$ cat src/rtl/led_sequencer_if.sv
// Control and LED bundle for led_sequencer.
// The master drives the controls and the slave (the sequencer) drives the LEDs.
interface led_sequencer_if #(
  parameter int unsigned W = 8
);
  logic         EN;
  logic         STEP;
  logic [1:0]   MODE;
  logic         LOAD;
  logic [W-1:0] LOAD_DATA;
  logic [W-1:0] LEDS;
  logic         TICK;
  logic         DIR;

  modport master (
    output EN, STEP, MODE, LOAD, LOAD_DATA,
    input  LEDS, TICK, DIR
  );

  modport slave (
    input  EN, STEP, MODE, LOAD, LOAD_DATA,
    output LEDS, TICK, DIR
  );
endinterface

$ cat src/rtl/led_sequencer.sv
// LED pattern generator with a built-in prescaler. It supports rotate, ping-pong
// and counter modes, plus run/stop, single-step and load. All outputs come straight from flops.
module led_sequencer #(
  parameter int unsigned     W    = 8,
  parameter int unsigned     N    = 21,
  parameter logic [W-1:0]    INIT = W'(8'h01)
) (
  input logic            CLK,
  input logic            RSTN,
  led_sequencer_if.slave bus
);

  typedef enum logic [1:0] {
    MODE_ROL  = 2'b00,
    MODE_ROR  = 2'b01,
    MODE_PING = 2'b10,
    MODE_CNT  = 2'b11
  } mode_e;

  logic [N-1:0] r_count;
  logic [W-1:0] r_leds;
  logic         r_dir;
  logic         r_tick;
  mode_e        r_mode;

  mode_e        w_mode;
  logic         w_step_req;
  logic [W-1:0] w_next_leds;
  logic         w_next_dir;
  logic [W-1:0] w_change_leds;

  assign w_mode        = mode_e'(bus.MODE);
  assign w_step_req    = bus.EN ? (r_count == '1) : bus.STEP;
  assign w_change_leds = (w_mode == MODE_CNT) ? '0 : INIT;

  // Next pattern when the mode does not change; ping-pong turns around on the step itself.
  always_comb begin
    // NOTE: every comb output gets a default first, so no path can infer a latch.
    w_next_leds = r_leds;
    w_next_dir  = r_dir;
    case (r_mode)
      MODE_ROL: w_next_leds = {r_leds[W-2:0], r_leds[W-1]};
      MODE_ROR: w_next_leds = {r_leds[0], r_leds[W-1:1]};
      MODE_PING: begin
        if (!r_dir && r_leds[W-1]) begin
          w_next_dir  = 1'b1;
          w_next_leds = r_leds >> 1;
        end else if (r_dir && r_leds[0]) begin
          w_next_dir  = 1'b0;
          w_next_leds = r_leds << 1;
        end else if (r_dir) begin
          w_next_leds = r_leds >> 1;
        end else begin
          w_next_leds = r_leds << 1;
        end
      end
      MODE_CNT: w_next_leds = r_leds + W'(1);
      default: ;
    endcase
  end

  always_ff @(posedge CLK) begin
    // NOTE: sequential state uses <= so every flop samples the pre-edge values.
    if (!RSTN) begin
      r_count <= '0;
      r_leds  <= INIT;
      r_dir   <= 1'b0;
      r_tick  <= 1'b0;
      r_mode  <= MODE_ROL;
    end else if (bus.LOAD) begin
      // Load wins over a coincident step, and the prescaler restarts a full period.
      r_count <= '0;
      r_leds  <= bus.LOAD_DATA;
      r_dir   <= 1'b0;
      r_tick  <= 1'b0;
    end else begin
      r_tick <= w_step_req;
      if (bus.EN) begin
        r_count <= r_count + N'(1);
      end
      if (w_step_req) begin
        if (w_mode != r_mode) begin
          r_leds <= w_change_leds;
          r_dir  <= 1'b0;
          r_mode <= w_mode;
        end else begin
          r_leds <= w_next_leds;
          r_dir  <= w_next_dir;
        end
      end
    end
  end

  assign bus.LEDS = r_leds;
  assign bus.TICK = r_tick;
  assign bus.DIR  = r_dir;

endmodule

$ cat src/flat_wrapper.sv
// flat-port wrapper written by rule: the top's interface ports become plain ports
module led_sequencer_flat 
#(
  parameter int unsigned     W    = 8,
  parameter int unsigned     N    = 21,
  parameter logic [W-1:0]    INIT = W'(8'h01)
)
  (CLK, RSTN, bus_EN, bus_STEP, bus_MODE, bus_LOAD, bus_LOAD_DATA, bus_LEDS, bus_TICK, bus_DIR);
  led_sequencer_if #(.W(W)) bus_i ();
  input logic CLK;
  input logic RSTN;
  input wire logic [$bits(bus_i.EN)-1:0] bus_EN;
  input wire logic [$bits(bus_i.STEP)-1:0] bus_STEP;
  input wire logic [$bits(bus_i.MODE)-1:0] bus_MODE;
  input wire logic [$bits(bus_i.LOAD)-1:0] bus_LOAD;
  input wire logic [$bits(bus_i.LOAD_DATA)-1:0] bus_LOAD_DATA;
  output wire logic [$bits(bus_i.LEDS)-1:0] bus_LEDS;
  output wire logic [$bits(bus_i.TICK)-1:0] bus_TICK;
  output wire logic [$bits(bus_i.DIR)-1:0] bus_DIR;
  assign bus_i.EN = bus_EN;
  assign bus_i.STEP = bus_STEP;
  assign bus_i.MODE = bus_MODE;
  assign bus_i.LOAD = bus_LOAD;
  assign bus_i.LOAD_DATA = bus_LOAD_DATA;
  assign bus_LEDS = bus_i.LEDS;
  assign bus_TICK = bus_i.TICK;
  assign bus_DIR = bus_i.DIR;
  led_sequencer #(.W(W), .N(N), .INIT(INIT)) u_core (.CLK(CLK), .RSTN(RSTN), .bus(bus_i));
endmodule
$ cat config.mk
export PLATFORM = sky130hd
export DESIGN_NAME = led_sequencer_flat
export DESIGN_NICKNAME = d
export VERILOG_FILES = /design/src/rtl/led_sequencer_if.sv /design/src/rtl/led_sequencer.sv /design/src/flat_wrapper.sv
export SDC_FILE = /design/constraint.sdc
export NUM_CORES = 1
export LEC_CHECK = 0
export BUFFER_PORTS_ARGS = -buffer_cell sky130_fd_sc_hd__buf_4
export CAP_MARGIN = 0
export CORE_ASPECT_RATIO = 0.7
export CORE_MARGIN = 1.5
export CORE_UTILIZATION = 50
export DETAILED_ROUTE_END_ITERATION = 6
export PLACE_DENSITY = 0.71
export SYNTH_ARGS = -nofsm -noshare
export SYNTH_HDL_FRONTEND = slang
export SYNTH_SLANG_ARGS = --single-unit
export TNS_END_PERCENT = 20
$ cat constraint.sdc
create_clock -name CLK -period 2.83 [get_ports CLK]
set_clock_uncertainty 0.05 [all_clocks]
set_input_delay 0.1415 -clock CLK [delete_from_list [all_inputs] [get_ports CLK]]
set_output_delay 0.1415 -clock CLK [all_outputs]
set_load 0.05 [all_outputs]
==> flow_metrics.env, run 1 <==
export IMPL_status="completed"
export IMPL_initial_core_util_pct=53.8
export IMPL_clkLatencyLatePin_ns=0.29
export IMPL_area_growth_synth_to_final_pct=16.4
export IMPL_post_route_period_util_pct=73.2
export IMPL_synth_cell_area_um2=1950
export IMPL_grt_start_max_net_pins=20
export IMPL_cpPeakStageDelay_ns=0.46
export IMPL_hold_viol=0
export IMPL_fp_row_count=18
export IMPL_portBuffers=24
export IMPL_synth_nets=263
export IMPL_io_pins=25
export IMPL_crit_type="flip-flop to flip-flop"
export IMPL_core_area_um2=3630
export IMPL_overflow=0
export IMPL_max_freq_mhz=483
export IMPL_cts_sinks=33
export IMPL_crit_buf_inv=0
export IMPL_path_cells="ha_1, nand2_1, nor3_4, a21oi_2, or3_4, o211ai_2"
export IMPL_post_place_cells=309
export IMPL_grt_pass1_wl_mm=7.60
export IMPL_pre_cts_slack_ns=0.783
export IMPL_ys_ff_latch=33
export IMPL_ys_warnings_count=0
export IMPL_antenna_found_initial=0
export IMPL_crit_fanout=14
export IMPL_place_gp_congestion=0.947
export IMPL_cp_top_family="simple AND/OR/NAND/NOR gates"
export IMPL_syn_inst=246
export IMPL_die_h_um=55.2
export IMPL_synth_distinct_cells=50
export IMPL_num_vias=1802
export IMPL_yosys_most_used_dff="dfxtp_1"
export IMPL_post_cts_buffers=0
export IMPL_track_usage_pct=22.2
export IMPL_setup_viol=0
export IMPL_antenna_left=0
export IMPL_antenna_cells_inserted=0
export IMPL_cpMaxStageDelayCell="or3_4"
export IMPL_fin_crit_ns=2.07
export IMPL_dpl_hpwl_mm=3.40
export IMPL_synth_seq_area_share_pct=33.9
export IMPL_cp_start_kind="flip-flop"
export IMPL_final_nets=283
export IMPL_routed_wl_mm=4.66
export IMPL_ctsHoldBuffers=0
export IMPL_total_leakage_power_nw=0.851
export IMPL_fin_util_pct=62.6
export IMPL_hold_class="input pin to flip-flop"
export IMPL_setup_ws_ns=0.758
export IMPL_synthArstFlopShare_pct=0
export IMPL_maxCapViolations=0
export IMPL_rsz0062_at_grt="false"
export IMPL_chipWidth_um=77.6
export IMPL_syn_area_per_cell_um2=7.92
export IMPL_slew_violations=0
export IMPL_worst_ep_required_time_ns=3.00
export IMPL_final_cells=317
export IMPL_drive_gt1_share_pct=15.4
export IMPL_ir_drop_v=0.000313
export IMPL_first_pass_iters=4
export IMPL_root_buffer="clkbuf_8"
export IMPL_endpoint_kind="flip-flop"
export IMPL_grt_pass1_vias=1571
export IMPL_cp_arrival_ns=2.24
export IMPL_htreeDepth=2
export IMPL_synth_edff_count=0
export IMPL_dieArea_um2=4290
export IMPL_clkTransAtPathRegs_ns=0.07
export IMPL_drc=0
export IMPL_fin_tns_setup_ns=0
export IMPL_vias_per_cell=5.68
export IMPL_wl_per_cell_um=14.7
export IMPL_ctsResizeCount=0
export IMPL_slew_headroom_pct=60.0
export IMPL_drt_first_iter_violations=127
export IMPL_tightest_slew_ns=0.599
export IMPL_numCtsBuffers=5
export IMPL_fillers=327
export IMPL_clk_path_buf_depth=2
export IMPL_power_density_nw_per_um2=482
export IMPL_tritoncts="done"
-- stage by stage --
stage	hold WS [ns]	cell area (µm²)	power [mW]
3_3_place_gp	0.314	2150	0.647
3_5_place_dp	0.315	2150	0.647
4_1_cts	0.0200	2270	1.10
5_1_grt	0.0270	2270	1.14
2_1_floorplan	0.217	1950	0.600
6_report	0.0198	2270	1.09
-- kinds of logic (layout without fill, tap and decap cells) --
group	count (synthesis)	in the layout	share of synthesized area, %
buf+inv	20	41	4.11
simple gates	112	112	30.0
xor+xnor	23	23	10.3
flops	33	33	33.9
fa+ha+maj	2	2	1.28
mux	4	4	2.05
compound gates	52	52	18.4
-- final cells by class --
| cell class | instances | area (µm²) | share of cell area [%] |
|---|---|---|---|
| well taps | 50 | 62.6 | 2.76 |
| clock buffers | 7 | 86.3 | 3.80 |
| clock inverters | 1 | 30.0 | 1.32 |
| inverters | 7 | 26.3 | 1.16 |
| flip-flops and latches | 33 | 661 | 29.1 |
| multi-input cells | 193 | 1210 | 53.3 |
| repair buffers | 26 | 195 | 8.60 |
-- Yosys cell counts, types with 2 or more instances --
| library cell | count | area share [%] |
|---|---|---|
| nand4_1 | 8 | 2.6 |
| and3_1 | 5 | 1.6 |
| xnor2_1 | 9 | 4.0 |
| o32ai_1 | 2 | 0.90 |
| a211oi_1 | 2 | 0.77 |
| a31oi_1 | 3 | 0.96 |
| mux2i_1 | 4 | 2.1 |
| and4_1 | 2 | 0.90 |
| ha_1 | 2 | 1.3 |
| clkbuf_1 | 10 | 1.9 |
| nand2_1 | 27 | 5.2 |
| nor2_1 | 31 | 6.0 |
| nor4_1 | 4 | 1.3 |
| nor3_1 | 4 | 1.0 |
| dfxtp_1 | 33 | 34 |
| a21oi_1 | 13 | 3.3 |
| a222oi_1 | 2 | 1.0 |
| nor2b_1 | 5 | 1.6 |
| o21ai_1 | 2 | 0.51 |
| inv_1 | 7 | 1.3 |
| and2_1 | 5 | 1.6 |
| a221oi_1 | 3 | 1.3 |
| a32oi_1 | 2 | 0.90 |
| o21ai_0 | 10 | 2.6 |
| nand3_1 | 8 | 2.1 |
| or3_1 | 3 | 0.96 |
| nand2b_1 | 2 | 0.64 |
| xor2_1 | 14 | 6.3 |
| o31a_1 | 3 | 1.3 |
-- tightest hold or removal path, cell delays in order --
cell and delay, ns:
buf_4 0.08, a32oi_1 0.05, o21ai_1 0.06
-- power by group --
group	leakage (nW)	internal (mW)	switching (mW)
Combinational	0.525	0.0568	0.0837
Sequential	0.268	0.474	0.0233
Clock	0.0585	0.287	0.169
Total	0.851	0.818	0.276
-- sequential cells by signal, summed over array words and instances, names as in the netlist --
signal,cells
u_core.r_mode,2
u_core.bus.LEDS,8
u_core.bus.TICK,1
u_core.r_count,21
u_core.bus.DIR,1
-- cells in the final DEF, fill, tap and decap left out, types with 4 or more instances in the layout --
cell | netlist | layout
nor4_1 | 4 | 4
nand4_1 | 8 | 8
and3_1 | 5 | 5
nor2_1 | 31 | 31
xor2_1 | 14 | 14
xnor2_1 | 9 | 9
a21oi_1 | 13 | 13
nor3_1 | 4 | 4
o21ai_0 | 10 | 10
and2_1 | 5 | 5
inv_1 | 7 | 7
mux2i_1 | 4 | 4
nand2_1 | 27 | 27
buf_4 | 1 | 26
dfxtp_1 | 33 | 33
nor2b_1 | 5 | 5
clkbuf_8 | 0 | 6
nand3_1 | 8 | 8
-- path summary, 6_finish.rpt --
| path | start | endpoint | slack, ns | cells after the start |
|---|---|---|---|---|
| worst max-delay path | u_core.r_count[0] | u_core.bus.LEDS[3] | 0.76 | 6 |
| worst min-delay path | bus_LOAD_DATA[5] | u_core.bus.LEDS[5] | 0.02 | 3 |
| worst max register to register | u_core.r_count[0] | u_core.bus.LEDS[3] | 0.76 | 6 |
| worst min register to register | u_core.r_count[5] | u_core.r_count[5] | 0.46 | 2 |
-- routing by layer --
layer	GRT usage [%]	wire length, µm	vias up
met3	6.28	399	5
li1	-	-	923
met1	35.5	2380	817
met2	28.6	1850	57
met5	0	0	-
met4	4.68	29	0
No activity file was read; power rests on OpenSTA's default activity.
==> inputs of run 2 (changes only) <==
==> constraint.sdc (replaced) <==
create_clock -name CLK -period 2 [get_ports CLK]
set_clock_uncertainty 0.05 [all_clocks]
set_input_delay 0.1 -clock CLK [delete_from_list [all_inputs] [get_ports CLK]]
set_output_delay 0.1 -clock CLK [all_outputs]
set_load 0.05 [all_outputs]
==> run 2 against run 1 <==
Worst setup slack got worse by 0.57 ns. Combinational power increased by 67%. Critical path depth unchanged. Non-clock buffer count increased by 15. First-iteration DRC count increased by 54%. Clock-buffer cell count decreased by 1.
==> flow_metrics.env, run 2 (synthesis results as in run 1) <==
export IMPL_num_vias=1865
export IMPL_final_nets=298
export IMPL_worst_ep_required_time_ns=2.16
export IMPL_htreeDepth=2
export IMPL_mostFrequentLayoutCell="buf_4"
export IMPL_fin_tns_setup_ns=0
export IMPL_cts_sinks=33
export IMPL_cp_arrival_ns=1.98
export IMPL_fp_row_count=18
export IMPL_io_pins=25
export IMPL_status="completed"
export IMPL_clkLatencyLatePin_ns=0.28
export IMPL_stdcell_area_um2=2360
export IMPL_hold_viol=0
export IMPL_post_route_period_util_pct=90.8
export IMPL_antenna_cells_inserted=0
export IMPL_portBuffers=24
export IMPL_grt_pass1_wl_mm=7.86
export IMPL_place_gp_congestion=0.920
export IMPL_drc=0
export IMPL_holdWs_ns=0.0672
export IMPL_track_usage_pct=23.2
export IMPL_grt_start_max_net_pins=19
export IMPL_dieArea_um2=4290
export IMPL_endpoint_kind="flip-flop"
export IMPL_maxCapViolations=0
export IMPL_reg2reg_depth=6
export IMPL_ir_drop_v=0.000463
export IMPL_drive_gt1_share_pct=19.1
export IMPL_tritoncts="done"
export IMPL_worstHoldPathCells=3
export IMPL_dpl_hpwl_mm=3.42
export IMPL_worstHoldStart="bus_LOAD_DATA[6]"
export IMPL_drt_first_iter_violations=196
export IMPL_core_area_um2=3630
export IMPL_largest_reg_flops=21
export IMPL_crit_type="flip-flop to flip-flop"
export IMPL_rr_startpoint="u_core.r_count[0]"
export IMPL_clk_path_buf_depth=2
export IMPL_chipWidth_um=77.6
export IMPL_cp_start_kind="flip-flop"
export IMPL_tightest_slew_ns=0.424
export IMPL_overflow=0
export IMPL_total_leakage_power_nw=0.910
export IMPL_root_buffer="clkbuf_8"
export IMPL_fin_total_pwr_mw=1.41
export IMPL_fillers=321
export IMPL_hold_end="u_core.bus.LEDS[6]"
export IMPL_vias_per_cell=5.62
export IMPL_antenna_left=0
export IMPL_slew_violations=0
export IMPL_max_freq_mhz=551
export IMPL_rsz0062_at_grt="false"
export IMPL_hold_class="input pin to flip-flop"
export IMPL_first_pass_iters=4
export IMPL_most_common_layout_cells="37 x buf_4, 32 x dfxtp_1, 30 x nor2_1"
export IMPL_clkTransAtPathRegs_ns=0.07
export IMPL_regMostFlops="u_core.r_count"
export IMPL_power_density_nw_per_um2=595
export IMPL_placed_area_um2=2240
export IMPL_die_h_um=55.2
export IMPL_initial_core_util_pct=53.8
export IMPL_grt_pass1_vias=1678
export IMPL_routed_wl_mm=4.57
export IMPL_area_growth_synth_to_final_pct=21.2
export IMPL_wl_per_cell_um=13.8
export IMPL_setup_viol=0
export IMPL_fin_crit_ns=1.82
export IMPL_antenna_found_initial=0
export IMPL_pre_cts_slack_ns=0.188
export IMPL_crit_fanout=10
export IMPL_slew_headroom_pct=71.4
export IMPL_numCtsBuffers=5
export IMPL_r2r_setup_slack_ns=0.18
export IMPL_r2r_end="u_core.bus.LEDS[3]"
export IMPL_setup_ws_ns=0.185
run 2: what timing repair did:
action / 4_1_cts / 5_1_grt
gates resized for setup: 0 / 1
buffers inserted: 0 / 0
setup endpoints to repair: 0 / 2
hold buffers: 4 / 0
hold endpoints to repair: 4 / 0
run 2: cell type report:
cell class	count	area (µm²)	area share (%)
Clock inverter	2	10.0	0.424
Timing Repair Buffer	41	318	13.5
Clock buffer	6	72.6	3.07
Sequential cell	33	662	28.0
Inverter	7	26.3	1.11
Multi-Input combinational cell	193	1210	51.3
Tap cell	50	62.6	2.65
run 2: power breakdown:
group          total, mW  internal, mW  switching [mW]
registers          0.691         0.671          0.0197
logic              0.236        0.0984           0.138
clock network      0.479         0.241           0.239
total               1.41          1.01           0.396
run 2: worst max-delay path, cell delays in order, from the launching register on:
cell and delay (ns):
dfxtp_1 0.39, ha_1 0.22, nand2_1 0.12, nor3_4 0.22, a21oi_2 0.16, or3_4 0.43
o211ai_2 0.15
run 2: routing by layer:
metal  routed length [µm]  GRT usage (%)  vias up
met2                 1830           31.1       51
li1                     -              -      953
met4                   41           7.53        0
met5                    0              0        -
met1                 2410           35.9      856
met3                  290           5.12        5
run 2: metrics by stage:
stage                     util [%]  std cells
after detailed placement      61.7        320
after floorplan                  -        246
after global routing          65.1        332
final                         65.1        332
after CTS                     65.1        332
after global placement        61.7        320
run 2: worst max path at each step:
stage / cells past startpoint / start / slack (ns) / to
floorplan: 6 / u_core.bus.LEDS[1] / 0.04 / u_core.bus.LEDS[4]
global placement: 6 / u_core.r_count[0] / 0.25 / u_core.bus.LEDS[3]
detailed placement: 7 / u_core.r_count[0] / 0.19 / u_core.r_mode[0]
CTS: 7 / u_core.r_count[0] / 0.17 / u_core.r_mode[0]
global route: 7 / u_core.r_count[0] / 0.04 / u_core.r_mode[0]
finish: 6 / u_core.r_count[0] / 0.18 / u_core.bus.LEDS[3]
==> inputs of run 3 (changes only) <==
--- a/config.mk
+++ b/config.mk
@@ -11,6 +11,7 @@
 export CORE_MARGIN = 1.5
 export CORE_UTILIZATION = 50
 export DETAILED_ROUTE_END_ITERATION = 6
+export MAX_ROUTING_LAYER = met4
 export PLACE_DENSITY = 0.71
 export SYNTH_ARGS = -nofsm -noshare
 export SYNTH_HDL_FRONTEND = slang
==> run 3 against run 2 <==
Design area unchanged. Sequential power about the same. Wire length up 0.28%. Critical endpoint unchanged. Global-route usage up 0.70 points. Via count about the same. Utilization unchanged. Worst setup slack worse by 0.0057 ns. Sequential share of layout area unchanged. Highest routed layer unchanged.
==> flow_metrics.env, run 3 (synthesis results as in run 1) <==
export IMPL_tightest_slew_ns=0.423
export IMPL_max_freq_mhz=549
export IMPL_clkLatencyLatePin_ns=0.28
export IMPL_grt_start_max_net_pins=19
export IMPL_dpl_hpwl_mm=3.42
export IMPL_slew_headroom_pct=71.4
export IMPL_antenna_cells_inserted=0
export IMPL_maxCapViolations=0
export IMPL_mostFrequentLayoutCell="buf_4"
export IMPL_crit_type="flip-flop to flip-flop"
export IMPL_root_buffer="clkbuf_8"
export IMPL_drc=0
export IMPL_track_usage_pct=23.9
export IMPL_drive_gt1_share_pct=19.1
export IMPL_crit_fanout=10
export IMPL_chipWidth_um=77.6
export IMPL_die_h_um=55.2
export IMPL_endpoint_kind="flip-flop"
export IMPL_cp_top_family="simple AND/OR/NAND/NOR gates"
export IMPL_cp_start_kind="flip-flop"
export IMPL_clk_path_buf_depth=2
export IMPL_crit_buf_inv=0
export IMPL_cp_arrival_ns=1.98
export IMPL_numCtsBuffers=5
export IMPL_fp_row_count=18
export IMPL_drt_first_iter_violations=187
export IMPL_total_leakage_power_nw=0.910
export IMPL_fillers=321
export IMPL_rsz0062_at_grt="false"
export IMPL_antenna_found_initial=0
export IMPL_core_area_um2=3630
export IMPL_tritoncts="done"
export IMPL_post_cts_buffers=0
export IMPL_vias_per_cell=5.61
export IMPL_placed_area_um2=2240
export IMPL_cts_sinks=33
export IMPL_worst_ep_required_time_ns=2.16
export IMPL_setup_viol=0
export IMPL_num_vias=1864
export IMPL_grt_pass1_vias=1677
export IMPL_area_growth_synth_to_final_pct=21.2
export IMPL_cpPeakStageDelay_ns=0.43
export IMPL_htreeDepth=2
export IMPL_power_density_nw_per_um2=596
export IMPL_largest_reg_flops=21
export IMPL_initial_core_util_pct=53.8
export IMPL_portBuffers=24
export IMPL_slew_violations=0
export IMPL_antenna_left=0
export IMPL_path_cells="ha_1, nand2_1, nor3_4, a21oi_2, or3_4, o211ai_2"
export IMPL_regMostFlops="u_core.r_count"
export IMPL_grt_pass1_wl_mm=7.87
export IMPL_final_nets=298
export IMPL_post_route_period_util_pct=91.1
export IMPL_dieArea_um2=4290
export IMPL_holdWs_ns=0.0657
export IMPL_cpMaxStageDelayCell="or3_4"
export IMPL_multi_input_area_um2=1210
export IMPL_fin_tns_setup_ns=0
export IMPL_place_gp_congestion=0.936
export IMPL_routed_wl_mm=4.58
export IMPL_fin_crit_ns=1.82
export IMPL_pre_cts_slack_ns=0.188
export IMPL_wl_per_cell_um=13.8
export IMPL_hold_class="input pin to flip-flop"
export IMPL_ir_drop_v=0.000466
export IMPL_overflow=0
export IMPL_io_pins=25
export IMPL_clkTransAtPathRegs_ns=0.07
export IMPL_status="completed"
export IMPL_first_pass_iters=4
export IMPL_r2r_setup_slack_ns=0.18
export IMPL_seqCellArea_um2=662
export IMPL_hold_viol=0
export IMPL_most_common_layout_cells="37 x buf_4, 32 x dfxtp_1, 30 x nor2_1"
export IMPL_setup_ws_ns=0.179
export IMPL_stdcell_area_um2=2360
run 3: cell counts in the layout (fill, tap and decap cells not counted):
Identical to the previous run, type by type.
run 3: layout make-up:
class | count | share of cell area (%)
well taps | 50 | 2.65
inverters | 7 | 1.11
flip-flops and latches | 33 | 28.0
clock buffers | 6 | 3.07
repair buffers | 41 | 13.5
clock inverters | 2 | 0.424
multi-input cells | 193 | 51.3
run 3: worst paths after layout:
kind | start | to | depth (start not counted)
worst max-delay path | u_core.r_count[0] | u_core.bus.LEDS[3] | 6
worst min-delay path | bus_LOAD_DATA[6] | u_core.bus.LEDS[6] | 3
worst max register to register | u_core.r_count[0] | u_core.bus.LEDS[3] | 6
worst min register to register | u_core.r_count[5] | u_core.r_count[5] | 2
run 3: layer usage:
layer | up-vias | track usage [%] | wire (µm)
met3 | 5 | 5.12 | 293
met1 | 857 | 36.0 | 2430
li1 | 953 | - | -
met2 | 49 | 31.1 | 1820
met4 | 0 | 7.53 | 41
met5 | - | - | 0
run 3: timing repair:
item / 4_1_cts / 5_1_grt
endpoints found under the hold margin: 4 / 0
gates resized for setup: 0 / 1
endpoints found under the setup margin: 0 / 2
hold buffers: 4 / 0
run 3: power by group:
group          total (mW)  switching, mW  internal [mW]
Sequential          0.691         0.0197          0.671
Clock               0.481          0.240          0.241
Combinational       0.237          0.138         0.0984
run 3: worst register-to-register path: stages (launching register included):
cell and delay, ns:
dfxtp_1 0.39, ha_1 0.22, nand2_1 0.12, nor3_4 0.22, a21oi_2 0.16, or3_4 0.44, o211ai_2 0.15
run 3: metrics by stage:
step | instances | utilization [%] | total power, mW
detailed placement | 320 | 61.7 | 0.932
global placement | 320 | 61.7 | 0.932
CTS | 332 | 65.1 | 1.42
floorplan | 246 | - | 0.850
global route | 332 | 65.1 | 1.47
finish | 332 | 65.1 | 1.41
